## src/rtl/sc_frogger_pkg.sv

```systemverilog
// Shared types and constants for the lane scroll control slice.
package sc_frogger_pkg;

  // Controller FSM states
  typedef enum logic [2:0] {
    StIdle,
    StClear,
    StLoad,
    StRun,
    StPause
  } state_e;

  // Lane register shift-selection codes
  localparam logic [1:0] SHIFT_NONE  = 2'b00;
  localparam logic [1:0] SHIFT_LEFT  = 2'b01;
  localparam logic [1:0] SHIFT_RIGHT = 2'b10;

  // Game levels; the value doubles as the lane register transition selector
  localparam logic [1:0] LVL_1 = 2'd0;
  localparam logic [1:0] LVL_2 = 2'd1;
  localparam logic [1:0] LVL_3 = 2'd2;
  localparam logic [1:0] LVL_4 = 2'd3;

endpackage

```

## src/rtl/sc_tick_prescaler.sv

```systemverilog
// Free-running prescaler with a selectable terminal value. Emits a one-cycle
// combinational tick in the cycle the counter sits at its terminal value.
module sc_tick_prescaler
  import sc_frogger_pkg::*;
#(
  parameter int unsigned CntWidth = 24
) (
  input  logic                clk_i,
  input  logic                rst_i,
  input  logic                clr_i,
  input  logic                en_i,
  input  logic [CntWidth-1:0] term_i,
  output logic                tick_o
);

  logic [CntWidth-1:0] cnt_q, cnt_d;

  // >= rather than == so a shortened terminal can never let the count run away
  assign tick_o = en_i && (cnt_q >= term_i);

  // Next count: clear wins, otherwise count up and restart at the terminal value
  always_comb begin
    cnt_d = cnt_q;
    if (clr_i) begin
      cnt_d = '0;
    end else if (en_i) begin
      if (tick_o) begin
        cnt_d = '0;
      end else begin
        cnt_d = cnt_q + CntWidth'(1);
      end
    end
  end

  // Counter register, synchronous active-high reset
  always_ff @(posedge clk_i) begin
    if (rst_i) begin
      cnt_q <= '0;
    end else begin
      cnt_q <= cnt_d;
    end
  end

endmodule

```

## src/rtl/sc_lane_scroll_ctrl.sv

```systemverilog
// Lane scroll controller: sequences clear, pattern load and level-dependent
// periodic rotate commands for one lane background register.
module sc_lane_scroll_ctrl
  import sc_frogger_pkg::*;
#(
  parameter int unsigned          CNT_WIDTH = 24,
  parameter logic [CNT_WIDTH-1:0] PERIOD_L1 = 24'd12_500_000,
  parameter logic [CNT_WIDTH-1:0] PERIOD_L2 = 24'd8_000_000,
  parameter logic [CNT_WIDTH-1:0] PERIOD_L3 = 24'd5_000_000,
  parameter logic [CNT_WIDTH-1:0] PERIOD_L4 = 24'd2_500_000,
  parameter bit                   DIRECTION = 1'b1
) (
  input  logic       SC_LaneScrollCtrl_CLOCK_50,
  input  logic       SC_LaneScrollCtrl_RESET_InHigh,
  input  logic       SC_LaneScrollCtrl_start_InLow,
  input  logic       SC_LaneScrollCtrl_levelup_InLow,
  input  logic       SC_LaneScrollCtrl_pause_InHigh,
  input  logic       SC_LaneScrollCtrl_gameover_InHigh,
  output logic       SC_LaneScrollCtrl_clear_OutLow,
  output logic       SC_LaneScrollCtrl_load_OutLow,
  output logic [1:0] SC_LaneScrollCtrl_shiftselection_Out,
  output logic [1:0] SC_LaneScrollCtrl_level_Out,
  output logic       SC_LaneScrollCtrl_running_OutHigh
);

  localparam logic [1:0] DirCode = DIRECTION ? SHIFT_LEFT : SHIFT_RIGHT;

  logic clk;
  logic rst;
  assign clk = SC_LaneScrollCtrl_CLOCK_50;
  assign rst = SC_LaneScrollCtrl_RESET_InHigh;

  state_e     state_q, state_d;
  logic [1:0] level_q, level_d;
  logic       clear_n_q, clear_n_d;
  logic       load_n_q, load_n_d;
  logic [1:0] shift_q, shift_d;
  logic       running_q, running_d;

  logic                 cnt_clr;
  logic                 cnt_en;
  logic                 tick;
  logic [CNT_WIDTH-1:0] period;
  logic [CNT_WIDTH-1:0] term;

  // Scroll period for the current level
  always_comb begin
    unique case (level_q)
      LVL_1:   period = PERIOD_L1;
      LVL_2:   period = PERIOD_L2;
      LVL_3:   period = PERIOD_L3;
      LVL_4:   period = PERIOD_L4;
      default: period = PERIOD_L1;
    endcase
    term = period - CNT_WIDTH'(1);
  end

  sc_tick_prescaler #(
    .CntWidth (CNT_WIDTH)
  ) u_prescaler (
    .clk_i  (clk),
    .rst_i  (rst),
    .clr_i  (cnt_clr),
    .en_i   (cnt_en),
    .term_i (term),
    .tick_o (tick)
  );

  // Next state and next registered outputs; priority gameover > start > levelup > pause > tick
  always_comb begin
    state_d   = state_q;
    level_d   = level_q;
    clear_n_d = 1'b1;
    load_n_d  = 1'b1;
    shift_d   = SHIFT_NONE;
    running_d = 1'b0;
    cnt_clr   = 1'b0;
    cnt_en    = 1'b0;

    if (state_q != StIdle && SC_LaneScrollCtrl_gameover_InHigh) begin
      state_d = StIdle;
      cnt_clr = 1'b1;
    end else if (!SC_LaneScrollCtrl_start_InLow) begin
      state_d   = StClear;
      level_d   = LVL_1;
      clear_n_d = 1'b0;
      cnt_clr   = 1'b1;
    end else begin
      unique case (state_q)
        StIdle: begin
          cnt_clr = 1'b1;
        end
        StClear: begin
          state_d  = StLoad;
          load_n_d = 1'b0;
          cnt_clr  = 1'b1;
        end
        StLoad: begin
          state_d   = StRun;
          running_d = 1'b1;
          cnt_clr   = 1'b1;
        end
        StRun: begin
          if (!SC_LaneScrollCtrl_levelup_InLow && level_q != LVL_4) begin
            // Level change reloads the lane pattern for the new level
            state_d  = StLoad;
            level_d  = level_q + 2'd1;
            load_n_d = 1'b0;
            cnt_clr  = 1'b1;
          end else if (SC_LaneScrollCtrl_pause_InHigh) begin
            state_d = StPause;
          end else begin
            running_d = 1'b1;
            cnt_en    = 1'b1;
            if (tick) begin
              shift_d = DirCode;
            end
          end
        end
        StPause: begin
          if (!SC_LaneScrollCtrl_pause_InHigh) begin
            state_d   = StRun;
            running_d = 1'b1;
          end
        end
        default: begin
          state_d = StIdle;
          cnt_clr = 1'b1;
        end
      endcase
    end
  end

  // State and output registers, synchronous active-high reset
  always_ff @(posedge clk) begin
    if (rst) begin
      state_q   <= StIdle;
      level_q   <= LVL_1;
      clear_n_q <= 1'b1;
      load_n_q  <= 1'b1;
      shift_q   <= SHIFT_NONE;
      running_q <= 1'b0;
    end else begin
      state_q   <= state_d;
      level_q   <= level_d;
      clear_n_q <= clear_n_d;
      load_n_q  <= load_n_d;
      shift_q   <= shift_d;
      running_q <= running_d;
    end
  end

  assign SC_LaneScrollCtrl_clear_OutLow        = clear_n_q;
  assign SC_LaneScrollCtrl_load_OutLow         = load_n_q;
  assign SC_LaneScrollCtrl_shiftselection_Out  = shift_q;
  assign SC_LaneScrollCtrl_level_Out           = level_q;
  assign SC_LaneScrollCtrl_running_OutHigh     = running_q;

endmodule

```

## config.mk

```make
export PLATFORM = sky130hd
export DESIGN_NAME = sc_lane_scroll_ctrl
export DESIGN_NICKNAME = d
export VERILOG_FILES = /design/src/rtl/sc_frogger_pkg.sv /design/src/rtl/sc_tick_prescaler.sv /design/src/rtl/sc_lane_scroll_ctrl.sv
export SDC_FILE = /design/constraint.sdc
export NUM_CORES = 1
export LEC_CHECK = 0
export CAP_MARGIN = 25
export CORE_MARGIN = 2
export CORE_UTILIZATION = 29
export DETAILED_ROUTE_END_ITERATION = 8
export SETUP_SLACK_MARGIN = 0.5
export SYNTH_ARGS = -nofsm -noshare
export SYNTH_HDL_FRONTEND = slang
export SYNTH_SLANG_ARGS = --single-unit
```

## constraint.sdc

```tcl
create_clock -name SC_LaneScrollCtrl_CLOCK_50 -period 2.6 [get_ports SC_LaneScrollCtrl_CLOCK_50]
set_input_delay 0.65 -clock SC_LaneScrollCtrl_CLOCK_50 [delete_from_list [all_inputs] [get_ports SC_LaneScrollCtrl_CLOCK_50]]
set_output_delay 0.65 -clock SC_LaneScrollCtrl_CLOCK_50 [all_outputs]
set_load 0.02 [all_outputs]
```

==> results of run 1 <==
[what timing repair did]
item                                    in CTS  in global routing
pin swaps                                    0                  7
gates resized for setup                      5                 20
gates cloned                                 0                  1
hold endpoints to repair                     0                  0
endpoints found under the setup margin      25                 25
setup buffers                                5                  2
[state kept, by name, indices dropped and copies added, names as in the netlist]
register	count
SC_LaneScrollCtrl_clear_OutLow	1
SC_LaneScrollCtrl_level_Out	2
SC_LaneScrollCtrl_load_OutLow	1
SC_LaneScrollCtrl_running_OutHigh	1
SC_LaneScrollCtrl_shiftselection_Out	1
state_q	3
u_prescaler.cnt_q	24
[worst max path at each step]
| stage | from | slack [ns] | to | cells past startpoint |
|---|---|---|---|---|
| 4_1_cts | SC_LaneScrollCtrl_level_Out[0] | 0.23 | u_prescaler.cnt_q[23] | 11 |
| 2_1_floorplan | SC_LaneScrollCtrl_level_Out[0] | 0.34 | u_prescaler.cnt_q[18] | 11 |
| 5_1_grt | SC_LaneScrollCtrl_level_Out[1] | 0.02 | u_prescaler.cnt_q[2] | 11 |
| 6_report | SC_LaneScrollCtrl_level_Out[0] | 0.20 | u_prescaler.cnt_q[23] | 10 |
| 3_3_place_gp | SC_LaneScrollCtrl_levelup_InLow | 0.08 | u_prescaler.cnt_q[15] | 7 |
| 3_5_place_dp | SC_LaneScrollCtrl_levelup_InLow | 0.04 | u_prescaler.cnt_q[15] | 7 |
[cell usage in the layout (no fill, tap or decap), drive strengths merged, types with 4 or more instances in the layout]
master and count:
dfxtp 33, nor2 32, nand2 28, ha 28, nand3 18, buf 14, a21oi 13, clkdlybuf4s50 11
xnor2 10, nand4 9, nor3 9, inv 8, clkbuf 8, a31oi 7, and3 7, o21ai 5
xor2 5, a21o 4
[logic make-up after synthesis]
logic type,Yosys count,share of synthesized area
buf+inv,17,0.0381
mux,1,0.00469
other cells,2,0.00352
xor+xnor,15,0.0615
fa+ha+maj,28,0.164
compound gates,39,0.123
simple gates,121,0.296
flops,33,0.309
[critical path, cell delays in order (launching register included)]
cell	delay [ns]
dfxtp_4	0.40
inv_6	0.05
ha_2	0.22
ha_4	0.27
nand4_1	0.19
nor4_4	0.33
o211ai_1	0.14
and4b_2	0.32
o21bai_4	0.15
buf_12	0.16
nor2_1	0.05
[per-stage QoR]
| stage | total power, W | std cells | hold slack [ns] | instance area (um^2) | util |
|---|---|---|---|---|---|
| 2_1_floorplan | 0.000544 | 256 | 0.470 | 2210 | - |
| 3_3_place_gp | 0.000562 | 364 | 0.491 | 2440 | 0.340 |
| 3_5_place_dp | 0.000562 | 364 | 0.501 | 2440 | 0.340 |
| 4_1_cts | 0.00101 | 377 | 0.511 | 2600 | 0.362 |
| 5_1_grt | 0.00103 | 380 | 0.541 | 2730 | 0.380 |
| 6_report | 0.000995 | 380 | 0.521 | 2730 | 0.380 |
[report_power, final]
part / switching [W] / total (W) / internal (W)
clock network: 0.000197 / 0.000443 / 0.000246
logic: 0.0000203 / 0.0000410 / 0.0000206
registers: 0.00000440 / 0.000511 / 0.000506
total: 0.000222 / 0.000995 / 0.000773
[cell type report]
class / count / area, um^2
Multi-Input combinational cell: 206 / 1540
Clock inverter: 1 / 5.00
Fill cell: 726 / 4450
Clock buffer: 7 / 97.6
Sequential cell: 33 / 668
Timing Repair Buffer: 26 / 260
Inverter: 8 / 40.0
Tap cell: 99 / 124
[routing by layer]
layer  part of all wire  GRT usage  wire [um]
met1               0.50      0.169       2480
met2               0.47      0.184       2310
met3              0.025     0.0302        124
met4             0.0077     0.0308         38
met5                  0          0          0
==> run metrics, run 1 <==
sequential area share after synthesis=0.309; hold buffer count at CTS=0; Critical Path AT=2.58 ns; Setup CP Type=flop to flop; Initial Utilization=0.297; top-count cell post-synth=dfxtp_1; RSZ-0062 raised after global routing=true; global-route wire length before repair=7960 um; Hold WC Path Type=flop to flop; largest area contributor in the netlist=dfxtp_1; final worst-path cycle share=0.924; Skew-Pair Late Insertion Delay=0.29 ns; Port-buffer cells=11; CTS Buffer Depth=2; largest net degree at the start of global routing=20; core area=7180 um^2; Most used DFF post-synth=dfxtp_1; # IOs=13; worst r2r path cells=10; cells after synthesis=256; Post-synth EDFFs=0; TritonCTS clock tree=done; Lkg Pwr=1.03 nW; library cells used by synthesis=43; Pre-antenna DRT Iters=4; Worst Skew=0.0140 ns; layout cells sized above 1=0.217; Die H=89.8 um; Critical Path Fanout Max=15; Worst Setup Start Kind=flop; drt wl/cell=13.0 um; root buffer cell=clkbuf_8; number of diodes=0; Vias=1836; # Max-Cap Violations=0; worst vdd ir=0.000206 V; Setup violations, final=0; hold endpoint=u_prescaler.cnt_q[2]; Syn Nets=290; post-synthesis cell area=2130 um^2; Area growth syn-to-layout=27.9%; Req. time, crit path=2.77 ns; Avg Vias per Cell=4.83; number of clock sinks=33; Post-DP HPWL=3490 um; total grt overflow=0; Ys Warns=0; Num CTS Buffers=5; synth top area cells=dfxtp_1 31%, ha_1 16%, nor2_1 5.3%, nand2_1 4.9%, nand3_1 4.2%; total track usage=0.120; Tmin final=2.40 ns; Max Slew Vio Count=0; Remaining DRCs=0; Reg2Reg Launch Point=SC_LaneScrollCtrl_level_Out[0]; ys async rst share=0; Hold Path Depth=2; setup TNS=0 ns; GPL Wtd Cong=0.809; Clock transition at path regs=0.07 ns; number of core rows=31; final wirelength=4950 um; Synth top area share=0.309; Initial DRC Count=64; final worst slack=0.197 ns; mean area per synthesized cell=8.34 um^2; Detail Route Antenna Nets=0; vias in the first global route=1634; status=completed; maximum level of the CTS H-tree=2; pre-CTS setup slack=0.0426 ns; Hold Fails Final Rpt=0; fmax=416 MHz; crit end category=flop; HP Start=u_prescaler.cnt_q[2]; ranking of synthesized cells by instance count=33 x dfxtp_1, 30 x nor2_1, 28 x ha_1, 28 x nand2_1, 18 x nand3_1; nets@finish=314; initial antenna violation count=0; die area=8060 um^2; reg-to-reg endpoint=u_prescaler.cnt_q[23]; die width=89.8 um; Power Density=364 nW/um^2; synthesized flop and latch total=33; R2R setup slack=0.20 ns
(Power assumes the default switching activity.)
==> run 2, diff against run 1 <==
- clock period: 2.6 -> 2.2 ns (I/O delays scaled with it)
==> run 2 against run 1 <==
  * The run now ends with negative setup slack left
  * Sequential cell count unchanged
  * Sequential share of layout area decreased by 0.83 points
  * Clock power is 28% higher
  * Cell count grew 5.0%
  * Via count is 4.0% higher
  * Routed wire length fell by 0.61%
  * Combinational power rose by 50%
==> run metrics, run 2 (synthesized netlist as in run 1, its figures left out) <==
Req. time, crit path=2.37 ns (was 2.77 ns); Setup CP Type=flop to flop (unchanged); maximum level of the CTS H-tree=2 (unchanged); Critical Path Fanout Max=15 (unchanged); vias in the first global route=1752 (was 1634); Worst Skew=0.0165 ns (was 0.0140 ns); Worst path slowest cell=dfxtp_4 (unchanged); drt wl/cell=12.3 um (was 13.0 um); die width=89.8 um (unchanged); Max Slew Vio Count=0 (unchanged); # IOs=13 (unchanged); Detail Route Antenna Nets=0 (unchanged); Power Density=436 nW/um^2 (was 364 nW/um^2); initial antenna violation count=0 (unchanged); total track usage=0.123 (was 0.120); Clock transition at path regs=0.08 ns (was 0.07 ns); Die H=89.8 um (unchanged); TritonCTS clock tree=done (unchanged); Tmin final=2.38 ns (was 2.40 ns); Critical Path AT=2.55 ns (was 2.58 ns); Largest stage delay, worst path=0.39 ns (was 0.40 ns); RSZ-0062 raised after global routing=true (unchanged); Port-buffer cells=11 (unchanged); Post-DP HPWL=3620 um (was 3490 um); layout cells sized above 1=0.247 (was 0.217); Remaining DRCs=0 (unchanged); Avg Vias per Cell=4.78 (was 4.83); Final Util=0.394 (was 0.380); crit end category=flop (unchanged); nets@finish=333 (was 314); final worst-path cycle share=1.08 (was 0.924); number of diodes=0 (unchanged); global-route wire length before repair=8170 um (was 7960 um); Area growth syn-to-layout=32.4% (was 27.9%); Initial DRC Count=75 (was 64); root buffer cell=clkbuf_8 (unchanged); Hold WC Path Type=flop to flop (unchanged); die area=8060 um^2 (unchanged); number of core rows=31 (unchanged); largest register by flop count=u_prescaler.cnt_q (unchanged); Vias=1909 (was 1836); Lkg Pwr=1.12 nW (was 1.03 nW); Initial Utilization=0.297 (unchanged); Design Power=0.00123 W (was 0.000995 W); total grt overflow=0 (unchanged); final wirelength=4920 um (was 4950 um); largest net degree at the start of global routing=16 (was 20); CP Cell Sequence=inv_4, ha_1, ha_1, nand4_1, nor4_4, o211ai_1, and4b_2, o21bai_4, buf_12, nor2_1 (was inv_6, ha_2, ha_4, nand4_1, nor4_4, o211ai_1, and4b_2, o21bai_4, buf_12, nor2_1); most frequent cell on the critical path=ha_1; core area=7180 um^2 (unchanged); Pre-antenna DRT Iters=4 (unchanged); status=complete, but fails checks (was completed); fillers=737 (was 726); Setup violations, final=25 (was 0); Worst Setup Start Kind=flop (unchanged); CTS Buffer Depth=2 (unchanged); fmax=420 MHz (was 416 MHz); final worst slack=-0.180 ns (was 0.197 ns); Num CTS Buffers=5 (unchanged); most frequent cells in the layout=31 x dfxtp_1, 31 x buf_4, 29 x nor2_1, 28 x nand2_1, 21 x ha_1 (was 31 x dfxtp_1, 30 x nor2_1, 24 x nand2_1, 21 x ha_1, 12 x buf_4); GPL Wtd Cong=0.781 (was 0.809); number of clock sinks=33 (unchanged); Largest register FFs=24 (unchanged); # Max-Cap Violations=0 (unchanged); worst vdd ir=0.000206 V (about the same); violated checks=negative setup slack; Skew-Pair Late Insertion Delay=0.30 ns (was 0.29 ns); Hold Fails Final Rpt=0 (unchanged)
-- run 2: cell count changes in the layout (fill, tap and decap cells not counted), moves of 2 or more --
cell	change
dlygate4sd2_1	+4
nand2_2	-3
nand3_2	-4
clkbuf_2	+2
clkdlybuf4s50_1	-6
a21oi_2	-2
buf_4	+19
a21oi_1	+2
nand2_1	+4
nand3_1	+4
clkbuf_16	-2
-- run 2: final timing paths --
check / slack (ns) / start / cells after the start / to
worst max-delay path: -0.18 / SC_LaneScrollCtrl_level_Out[1] / 10 / u_prescaler.cnt_q[16]
worst min-delay path: 0.53 / u_prescaler.cnt_q[0] / 2 / u_prescaler.cnt_q[0]
worst max register to register: -0.18 / SC_LaneScrollCtrl_level_Out[1] / 10 / u_prescaler.cnt_q[16]
worst min register to register: 0.53 / u_prescaler.cnt_q[0] / 2 / u_prescaler.cnt_q[0]
-- run 2: critical path, delay by kind of cell, from the launching register on --
kind | cells | cell delay, ns
AO/OA/AOI/OAI | 2 | 0.28
flip-flops | 1 | 0.39
AND/OR/NAND/NOR | 4 | 0.87
adder cells (fa/ha/maj) | 2 | 0.52
buffers and inverters | 2 | 0.21
-- run 2: power by group --
group          total (W)  internal [W]  switching (W)
Clock           0.000569      0.000336       0.000233
Combinational  0.0000617     0.0000325      0.0000293
Sequential      0.000601      0.000599     0.00000278
-- run 2: routing by layer --
metal / vias to the layer above / track usage / part of all wire
li1: 992 / - / -
met4: 0 / 0.0346 / 0.013
met2: 14 / 0.198 / 0.47
met3: 7 / 0.0302 / 0.021
met1: 896 / 0.166 / 0.50
met5: - / 0 / 0
-- run 2: through the flow --
stage / hold WS, ns / setup TNS [ns] / setup WS, ns / instances / cell area (um^2)
2_1_floorplan: 0.470 / -0.678 / -0.0600 / 256 / 2210
3_3_place_gp: 0.503 / -2.88 / -0.161 / 385 / 2600
3_5_place_dp: 0.512 / -3.02 / -0.168 / 385 / 2600
4_1_cts: 0.524 / -3.54 / -0.168 / 395 / 2720
5_1_grt: 0.546 / -6.64 / -0.299 / 399 / 2830
6_report: 0.528 / -3.74 / -0.180 / 399 / 2830
-- run 2: final cells by class --
| cell class | count | area, um^2 | share of cell area |
|---|---|---|---|
| Sequential cell | 33 | 668 | 0.236 |
| Inverter | 8 | 40.0 | 0.0142 |
| Clock buffer | 6 | 72.6 | 0.0257 |
| Timing Repair Buffer | 45 | 379 | 0.134 |
| Multi-Input combinational cell | 206 | 1510 | 0.533 |
| Clock inverter | 2 | 35.0 | 0.0124 |
| Tap cell | 99 | 124 | 0.0438 |
-- run 2: repair_timing --
| item | 4_1_cts | 5_1_grt |
|---|---|---|
| setup buffers | 2 | 3 |
| pin swaps | 0 | 8 |
| cloned | 0 | 1 |
| setup endpoints to repair | 32 | 28 |
| hold buffers | 0 | 0 |
| resized for setup | 9 | 19 |
==> run 3, diff against run 2 <==
- SYNTH_HIERARCHICAL: not set -> 1
==> run 3 against run 2 <==
  * The flow still finishes with violations (negative setup slack)
  * Clock-buffer cell count unchanged
  * Clock skew fell by 0.014 ns
  * Via count rose by 9.3%
  * Critical endpoint is now u_prescaler/cnt_q[23]
==> run metrics, run 3 <==
fillers=754 (was 737); GPL Wtd Cong=0.845 (was 0.781); largest net degree at the start of global routing=16 (unchanged); number of diodes=0 (unchanged); total track usage=0.136 (was 0.123); Critical Path Fanout Max=6 (was 15); FF/Latch Area=668 um^2 (unchanged); maximum level of the CTS H-tree=2 (unchanged); largest area contributor in the netlist=dfxtp_1 (unchanged); # Max-Cap Violations=0 (unchanged); RSZ-0062 raised after global routing=true (unchanged); most common cell after layout, fill and taps aside=buf_4; Post-synth EDFFs=0 (unchanged); Detail Route Antenna Nets=0 (unchanged); synth top area cells=dfxtp_1 28%, ha_1 18%, inv_1 5.7%, xor2_1 4.9%, nor3_1 4.3% (was dfxtp_1 31%, ha_1 16%, nor2_1 5.3%, nand2_1 4.9%, nand3_1 4.2%); CP Cell Sequence=clkinvlp_4, ha_4, buf_4, or2_4, inv_2, ha_1, nand2_1, nor2_2, nand3_1, o211ai_1, o21a_1, buf_6, buf_6, nor3_1 (was inv_4, ha_1, ha_1, nand4_1, nor4_4, o211ai_1, and4b_2, o21bai_4, buf_12, nor2_1); Worst path slowest cell=dfxtp_4 (unchanged); footprint of the multi-input gates=1750 um^2 (was 1510 um^2); Most used DFF post-synth=dfxtp_1 (unchanged); ys async rst share=0 (unchanged); Initial Utilization=0.300 (was 0.297); WHS=0.582 ns (was 0.528 ns); CTS Buffer Depth=2 (unchanged); top-count cell post-synth=inv_1 (was dfxtp_1); Largest register FFs=24 (unchanged); Tmin final=2.55 ns (was 2.38 ns); Critical Path AT=2.76 ns (was 2.55 ns); core area=7730 um^2 (was 7180 um^2); total grt overflow=0 (unchanged); Die H=93.5 um (was 89.8 um); global-route wire length before repair=9600 um (was 8170 um); worst vdd ir=0.000243 V (was 0.000206 V); status=complete, but fails checks (unchanged); TritonCTS clock tree=done (unchanged); Setup CP Type=flop to flop (unchanged); die area=8730 um^2 (was 8060 um^2); Post-DP HPWL=3910 um (was 3620 um); library cells used by synthesis=46 (was 43); Hold Fails Final Rpt=0 (unchanged); root buffer cell=clkbuf_8 (unchanged); Final Util=0.420 (was 0.394); Num CTS Buffers=5 (unchanged); Pre-antenna DRT Iters=4 (unchanged); Remaining DRCs=0 (unchanged); Worst Skew=0.00273 ns (was 0.0165 ns); fmax=392 MHz (was 420 MHz); largest register by flop count=u_prescaler/cnt_q (was u_prescaler.cnt_q); most frequent cell on the critical path=buf_6 (was ha_1); Synth top area share=0.285 (was 0.309); Initial DRC Count=49 (was 75); R2R setup slack=-0.35 ns (was -0.18 ns); Skew-Pair Late Insertion Delay=0.29 ns (was 0.30 ns); violated checks=negative setup slack (unchanged); Worst Setup Start Kind=flop (unchanged); sequential area share after synthesis=0.285 (was 0.309); Avg Vias per Cell=4.74 (was 4.78); number of core rows=32 (was 31); cells after synthesis=280 (was 256); ranking of synthesized cells by instance count=35 x inv_1, 33 x dfxtp_1, 33 x ha_1, 24 x nand2_1, 20 x nor3_1 (was 33 x dfxtp_1, 30 x nor2_1, 28 x ha_1, 28 x nand2_1, 18 x nand3_1); Ys Warns=6 (was 0); Vias=2086 (was 1909); most frequent cells in the layout=34 x buf_4, 31 x dfxtp_1, 29 x inv_1, 23 x nand2_1, 21 x ha_1 (was 31 x dfxtp_1, 31 x buf_4, 29 x nor2_1, 28 x nand2_1, 21 x ha_1); Req. time, crit path=2.41 ns (was 2.37 ns); Hold WC Path Type=flop to flop (unchanged); layout cells sized above 1=0.328 (was 0.247); Design Power=0.00112 W (was 0.00123 W); post-synthesis cell area=2320 um^2 (was 2130 um^2); vias in the first global route=2128 (was 1752); Port-buffer cells=11 (unchanged); crit end category=flop (unchanged); final worst-path cycle share=1.16 (was 1.08); mean area per synthesized cell=8.29 um^2 (was 8.34 um^2); Setup violations, final=25 (unchanged); die width=93.5 um (was 89.8 um); number of clock sinks=33 (unchanged); drt wl/cell=12.1 um (was 12.3 um); nets@finish=376 (was 333); Max Slew Vio Count=0 (unchanged); Power Density=345 nW/um^2 (was 436 nW/um^2); Lkg Pwr=1.36 nW (was 1.12 nW); Area growth syn-to-layout=39.8% (was 32.4%); synthesized flop and latch total=33 (unchanged); initial antenna violation count=0 (unchanged); final worst slack=-0.348 ns (was -0.180 ns); hold buffer count at CTS=0 (unchanged); # IOs=13 (unchanged); final wirelength=5340 um (was 4920 um); Clock transition at path regs=0.07 ns (was 0.08 ns); Largest stage delay, worst path=0.39 ns (about the same)
[run 3: cell count changes after synthesis, sizes merged, moves of 4 or more]
cell / before / now
a21o: 4 / 0
a31oi: 7 / 0
ha: 28 / 33
inv: 8 / 35
nand2: 28 / 24
nand3: 18 / 5
nor2: 32 / 19
nor3: 9 / 24
or2: 2 / 6
xor2: 5 / 13
[run 3: cell families after synthesis]
family | after synthesis | synth area share
buffers and inverters | 44 | 0.0771
adders and majority gates | 33 | 0.178
and+or+nand+nor | 110 | 0.266
xor gates and xnor gates | 22 | 0.0830
other | 2 | 0.00324
AOI/OAI and AO/OA | 36 | 0.108
DFF | 33 | 0.285
[run 3: repair_timing]
| action | CTS | global route |
|---|---|---|
| endpoints found under the setup margin | 35 | 31 |
| gates cloned | 1 | 0 |
| buffers inserted | 5 | 1 |
| hold endpoints to repair | 0 | 0 |
| pin swaps | 19 | 3 |
| resized for setup | 56 | 8 |
[run 3: final cells by class]
type,instances,area share
Multi-Input combinational cell,208,0.539
Sequential cell,33,0.206
Timing Repair Buffer,54,0.148
Inverter,35,0.0416
Tap cell,102,0.0393
Clock buffer,6,0.0224
Clock inverter,2,0.00308
[run 3: worst max-delay path: cells and delay by family, from the launching register on]
family                     cells  cell delay (ns)
adders and majority gates      2             0.45
buffers and inverters          5             0.63
DFF                            1             0.39
AOI/OAI and AO/OA              2             0.36
and+or+nand+nor                5             0.64
[run 3: worst paths after layout]
kind                                        from                     to  depth (start not counted)
hold / removal              u_prescaler/cnt_q[2]   u_prescaler/cnt_q[2]                          2
setup / recovery  SC_LaneScrollCtrl_level_Out[0]  u_prescaler/cnt_q[23]                         14
setup reg to reg  SC_LaneScrollCtrl_level_Out[0]  u_prescaler/cnt_q[23]                         14
hold reg to reg             u_prescaler/cnt_q[2]   u_prescaler/cnt_q[2]                          2
[run 3: routing by layer]
metal,vias up,track usage,share of wire
met5,-,0,0
met4,0,0.0490,0.015
met3,8,0.0282,0.032
met2,34,0.225,0.48
met1,981,0.175,0.47
li1,1063,-,-
[run 3: through the flow]
stage / setup WS (ns) / setup TNS, ns / instance area (um^2) / cells
6_report: -0.348 / -7.53 / 3250 / 440
5_1_grt: -0.505 / -11.08 / 3250 / 440
4_1_cts: -0.325 / -7.18 / 3210 / 439
3_5_place_dp: -0.751 / -12.84 / 2880 / 425
3_3_place_gp: -0.713 / -12.36 / 2880 / 425
2_1_floorplan: -0.207 / -3.14 / 2410 / 285
[run 3: power breakdown]
part	internal [W]	total [W]	switching, W
clock network	0.000219	0.000444	0.000225
logic	0.0000368	0.0000750	0.0000382
registers	0.000599	0.000601	0.00000192
